$ cat config.mk
export PLATFORM = sky130hd
export DESIGN_NAME = goto_repeat_monitor
export DESIGN_NICKNAME = d
export VERILOG_FILES = /design/src/rtl/goto_repeat_pkg.sv /design/src/rtl/goto_repeat_monitor.sv
export SDC_FILE = /design/constraint.sdc
export NUM_CORES = 1
export LEC_CHECK = 0
export CORE_UTILIZATION = 35
export DETAILED_ROUTE_END_ITERATION = 16
export GPL_TIMING_DRIVEN = 0
export PLACE_DENSITY = 0.59
export SLEW_MARGIN = 20
export SYNTH_ARGS = -nofsm -noshare
export SYNTH_HDL_FRONTEND = slang
export SYNTH_SLANG_ARGS = --single-unit
$ cat constraint.sdc
create_clock -name clk -period 4.3 [get_ports clk]
set_input_delay 1.29 -clock clk [delete_from_list [all_inputs] [get_ports clk]]
set_output_delay 1.29 -clock clk [all_outputs]
set_load 0.05 [all_outputs]
$ cat src/rtl/goto_repeat_pkg.sv
// Shared types for the goto-repetition monitor: FSM states, verdict codes
// and the counter-width helper.
package goto_repeat_pkg;

   typedef enum logic [1:0] {
      IDLE   = 2'd0,
      COUNT  = 2'd1,
      EXPECT = 2'd2
   } state_e;

   typedef enum logic [1:0] {
      FC_NONE         = 2'd0,
      FC_TIMEOUT      = 2'd1,
      FC_DONE_MISSING = 2'd2
   } fail_code_e;

   function automatic int cnt_w(input int n);
      return $clog2(n + 1);
   endfunction

endpackage

$ cat src/rtl/goto_repeat_monitor.sv
// Hardware form of "start ##1 hit[->N_HITS] ##1 done" with a TIMEOUT-cycle
// counting window; emits one-cycle pass/fail pulses with a fail reason.
module goto_repeat_monitor
   import goto_repeat_pkg::*;
#(
   parameter int N_HITS  = 3,
   parameter int TIMEOUT = 8
) (
   input  logic                      clk,
   input  logic                      rst,
   input  logic                      start,
   input  logic                      hit,
   input  logic                      done,
   output logic                      busy,
   output logic [cnt_w(N_HITS)-1:0]  hit_count,
   output logic                      pass,
   output logic                      fail,
   output logic [1:0]                fail_code
);

   localparam int HW = cnt_w(N_HITS);
   localparam int TW = (TIMEOUT > 1) ? $clog2(TIMEOUT) : 1;

   localparam logic [HW-1:0] LAST_HIT  = HW'(N_HITS - 1);
   localparam logic [HW-1:0] HIT_MAX   = HW'(N_HITS);
   localparam logic [TW-1:0] LAST_TICK = TW'(TIMEOUT - 1);

   if (N_HITS < 1) begin : g_bad_nhits
      $error("goto_repeat_monitor: N_HITS must be >= 1");
   end
   if (TIMEOUT < N_HITS) begin : g_bad_timeout
      $error("goto_repeat_monitor: TIMEOUT must be >= N_HITS");
   end

   state_e          state_q, state_d;
   logic [HW-1:0]   hit_cnt_q, hit_cnt_d;
   logic [TW-1:0]   timer_q, timer_d;
   logic            pass_q, pass_d;
   logic            fail_q, fail_d;
   fail_code_e      fcode_q, fcode_d;

   logic            nth_hit;
   assign nth_hit = hit && (hit_cnt_q == LAST_HIT);

   always_ff @(posedge clk) begin
      if (rst) begin
         state_q   <= IDLE;
         hit_cnt_q <= '0;
         timer_q   <= '0;
         pass_q    <= 1'b0;
         fail_q    <= 1'b0;
         fcode_q   <= FC_NONE;
      end else begin
         state_q   <= state_d;
         hit_cnt_q <= hit_cnt_d;
         timer_q   <= timer_d;
         pass_q    <= pass_d;
         fail_q    <= fail_d;
         fcode_q   <= fcode_d;
      end
   end

   // The Nth hit takes priority over window expiry in the same cycle.
   always_comb begin
      state_d = state_q;
      case (state_q)
         IDLE:    if (start) state_d = COUNT;
         COUNT: begin
            if (nth_hit)                     state_d = EXPECT;
            else if (timer_q == LAST_TICK)   state_d = IDLE;
         end
         EXPECT:  state_d = IDLE;
         default: state_d = IDLE;
      endcase
   end

   always_comb begin
      hit_cnt_d = hit_cnt_q;
      timer_d   = timer_q;
      pass_d    = 1'b0;
      fail_d    = 1'b0;
      fcode_d   = FC_NONE;
      case (state_q)
         IDLE: begin
            if (start) begin
               hit_cnt_d = '0;
               timer_d   = '0;
            end
         end
         COUNT: begin
            if (hit && (hit_cnt_q != HIT_MAX)) hit_cnt_d = hit_cnt_q + HW'(1);
            // Timer parks at zero on exit so it can never wrap.
            if (state_d == COUNT) timer_d = timer_q + TW'(1);
            else                  timer_d = '0;
            if (state_d == IDLE) begin
               fail_d  = 1'b1;
               fcode_d = FC_TIMEOUT;
            end
         end
         EXPECT: begin
            if (done) begin
               pass_d = 1'b1;
            end else begin
               fail_d  = 1'b1;
               fcode_d = FC_DONE_MISSING;
            end
         end
         default: begin
            hit_cnt_d = '0;
            timer_d   = '0;
         end
      endcase
   end

   assign busy      = (state_q != IDLE);
   assign hit_count = hit_cnt_q;
   assign pass      = pass_q;
   assign fail      = fail_q;
   assign fail_code = fcode_q;

   a_verdict_excl: assert property (@(posedge clk) disable iff (rst) !(pass && fail));
   c_pass:         cover property (@(posedge clk) disable iff (rst) pass);
   c_timeout:      cover property (@(posedge clk) disable iff (rst)
                                   fail && (fail_code == FC_TIMEOUT));

endmodule

==> reports/qor.txt, run 1 <==
===============================================================================
Final design instance area without fill                                 751 um2
Worst setup path category                                            reg -> out
Final GP Congestion                                                       0.706
Clock root buffer                                                  sky130_fd_sc_hd__clkbuf_4
Initial Util                                                              38.8%
Distinct cells, synth                                                        27
Remaining Overflow, GRT                                                       0
Per-cell routed wire length                                             10.9 um
Cell area after synthesis                                               604 um2
Y dimension of the die                                                  43.6 um
CTS H-tree lvls                                                               1
Cell area after placement                                               724 um2
Fin. Hold Viols                                                               0
Quantity of hold-fixing buffers added after cts                               0
Number of synthesized register bits                                          11
Worst Hold Depth                                                              2
Critical Path Fanout Max                                                      5
Accumulated negative setup slack                                           0 ns
CTS sink cnt                                                                 11
Max stage delay on crit path                                            0.79 ns
Remaining max-slew budget at the tightest pin                             66.7%
Cts bufs inserted                                                             3
Slowest library cell on the worst path                             sky130_fd_sc_hd__clkdlybuf4s50_1
Post-placement worst setup slack                                        1.45 ns
Peak Freq                                                               320 MHz
Most used DFF post-synth                                           sky130_fd_sc_hd__dfxtp_1
# setup viols final                                                           0
Area of the core                                                       1560 um2
Final Cycle Share                                                         72.7%
CP most frequent cell                                              sky130_fd_sc_hd__inv_1
Fin Clk Skew                                                         0.00420 ns
CTS resizes                                                                   0
Die footprint                                                          1900 um2
Area growth from synthesis to layout                                      24.2%
Detailed-routing iteration count for the pre-antenna-repair pass              9
Commonest non-fill, non-tap cell in the layout                     sky130_fd_sc_hd__dfxtp_1
Via total after detailed routing                                            467
Share of cells above drive strength 1                                     11.5%
Post-Syn Area per Cell                                                 9.44 um2
Violated checks                                                    design-rule violations
Pleak                                                                  0.318 nW
First-pass GRT wire length                                              1.65 mm
Clock transition at path regs                                           0.07 ns
Max-slew violations                                                           0
Total global routing track utilization                                    12.4%
DRT iter0 DRCs                                                                6
Max VDD drop                                                             199 uV
Largest cells by area after synthesis                              sky130_fd_sc_hd__dfxtp_1, sky130_fd_sc_hd__ha_1, sky130_fd_sc_hd__nand3b_1
Largest area contributor in the netlist                            sky130_fd_sc_hd__dfxtp_1
Pin count of the biggest net entering global routing                         11
Yosys warning total                                                           0
Post-CTS Setup Bufs                                                           0
Status                                                             finished, violations left
Post-synth EDFFs                                                              0
Arrival time at the worst endpoint                                      1.84 ns
Worst skew pair latency                                                 0.26 ns
Portion of the post-synthesis area used by sequential elements            36.4%
Number of nets with antenna violations after routing                          0
Max-cap violation count                                                       0
Worst-margin pin slew                                                  0.498 ns
Number of instances in the synthesized netlist                               64
DRT Wirelength                                                          1.03 mm
Number of diodes                                                              0
Setup repair after global routing missed its margin                          no
Clock period minus worst slack                                          3.13 ns
Vias in the first global route                                              403
Crit. End Element                                                    output pin
Buffers from clock root to sink, at most                                      2
Critical path data required time                                        3.01 ns
Synth Net Count                                                              76
Vias/cell                                                                  4.97
Placement Rows                                                               14
Post-synth top area share                                                 36.4%
Worst min-delay path class                                           reg -> reg
Total power per unit cell area                                       279 nW/um2
Post-detailed-route DRC marker count                                          4
Initial antenna violation count                                               0
Number of cells traversed by the worst register-to-register path              7
Dpl hpwl                                                                 778 um
Crit-path cells                                                    inv_1, ha_1, inv_1, clkdlybuf4s50_1
Die extent in x                                                         43.6 um
Launching element type of the critical path                           flip-flop
Clock tree from TritonCTS                                                 built
Number of buffers inserted by port buffering                                 10
Net count reported at finish                                                 91
Ports                                                                        12
Most used cells in the layout excluding fill and tap cells         sky130_fd_sc_hd__dfxtp_1, sky130_fd_sc_hd__clkdlybuf4s50_1, sky130_fd_sc_hd__ha_1, sky130_fd_sc_hd__inv_1
Async SR Flop Fraction                                                       0%
Crit path setup slack, layout                                           1.17 ns
===============================================================================
[registers in the layout, summed over array words and instances (netlist names)]
name,count
timer_q,3
fail_code,2
hit_count,2
state_q,2
fail,1
pass,1
[layer usage]
metal / up-vias / routed length (um) / global-route usage (%)
li1: 252 / - / -
met1: 203 / 480 / 13.4
met2: 10 / 475 / 19.4
met3: 2 / 58 / 7.50
met4: 0 / 13 / 5.63
met5: - / 0 / 0
[critical path: cells and delay by family, from the launching register on]
family	cells	cell delay, ns
buffers and inverters	3	0.95
flip-flops	1	0.38
adder cells (fa/ha/maj)	1	0.25
[cell type report]
| cell class | instances | area, um2 |
|---|---|---|
| Fill cell | 152 | 808 |
| Multi-Input combinational cell | 46 | 347 |
| Sequential cell | 11 | 220 |
| Timing Repair Buffer | 10 | 100 |
| Clock buffer | 4 | 26.3 |
| Tap cell | 16 | 20.0 |
| Buffer | 2 | 18.8 |
| Inverter | 5 | 18.8 |
[kinds of logic (layout without fill, tap and decap cells)]
group / count (synthesis) / in the layout / synth area share, %
AOI/OAI and AO/OA: 16 / 16 / 18.4
adders and majority gates: 7 / 7 / 14.5
buffers and inverters: 7 / 21 / 6.21
DFF: 11 / 11 / 36.4
and+or+nand+nor: 23 / 23 / 24.4
[stage by stage]
step / util [%] / std cells / hold slack [ns] / power (mW)
6_report: 48.2 / 94 / 0.485 / 0.210
5_1_grt: 48.2 / 94 / 0.497 / 0.223
4_1_cts: 48.2 / 94 / 0.484 / 0.213
3_5_place_dp: 46.5 / 90 / 0.470 / 0.144
3_3_place_gp: 46.5 / 90 / 0.470 / 0.144
2_1_floorplan: - / 64 / 0.448 / 0.133
[cell usage after synthesis (2+ instances only)]
master,n
sky130_fd_sc_hd__nand2b_1,3
sky130_fd_sc_hd__nand2_1,4
sky130_fd_sc_hd__nor2_1,3
sky130_fd_sc_hd__o21ai_1,2
sky130_fd_sc_hd__ha_1,7
sky130_fd_sc_hd__nand3b_1,4
sky130_fd_sc_hd__dfxtp_1,11
sky130_fd_sc_hd__a21oi_1,3
sky130_fd_sc_hd__and3b_1,2
sky130_fd_sc_hd__inv_1,5
sky130_fd_sc_hd__nor2b_1,2
sky130_fd_sc_hd__o21ai_0,3
[power by group]
group / switching (mW) / internal, mW
Combinational: 0.0193 / 0.0164
Sequential: 0.00182 / 0.104
Clock: 0.0323 / 0.0359
Total: 0.0534 / 0.156
[path summary, 6_finish.rpt]
| kind | start | end | slack [ns] |
|---|---|---|---|
| max | state_q[0] | busy | 1.17 |
| min | timer_q[2] | timer_q[2] | 0.49 |
| max reg2reg | state_q[0] | hit_count[0] | 2.53 |
| min reg2reg | timer_q[2] | timer_q[2] | 0.49 |
Power figures use the tool's default switching activity.
==> run 2, diff against run 1 <==
- clock period: 4.3 -> 3.2 ns (I/O delays scaled with it)
==> results of run 2 <==
Same layout as run 1 (identical final DEF). Status: finished, violations left: design-rule violations.
Main changes from that run: setup slack after placement 1.45 ns -> 0.675 ns; setup slack after layout 1.17 ns -> 0.403 ns; register-to-register setup slack 2.53 ns -> 1.43 ns; total power 0.210 mW -> 0.282 mW; worst IR drop on VDD 199 uV -> 267 uV
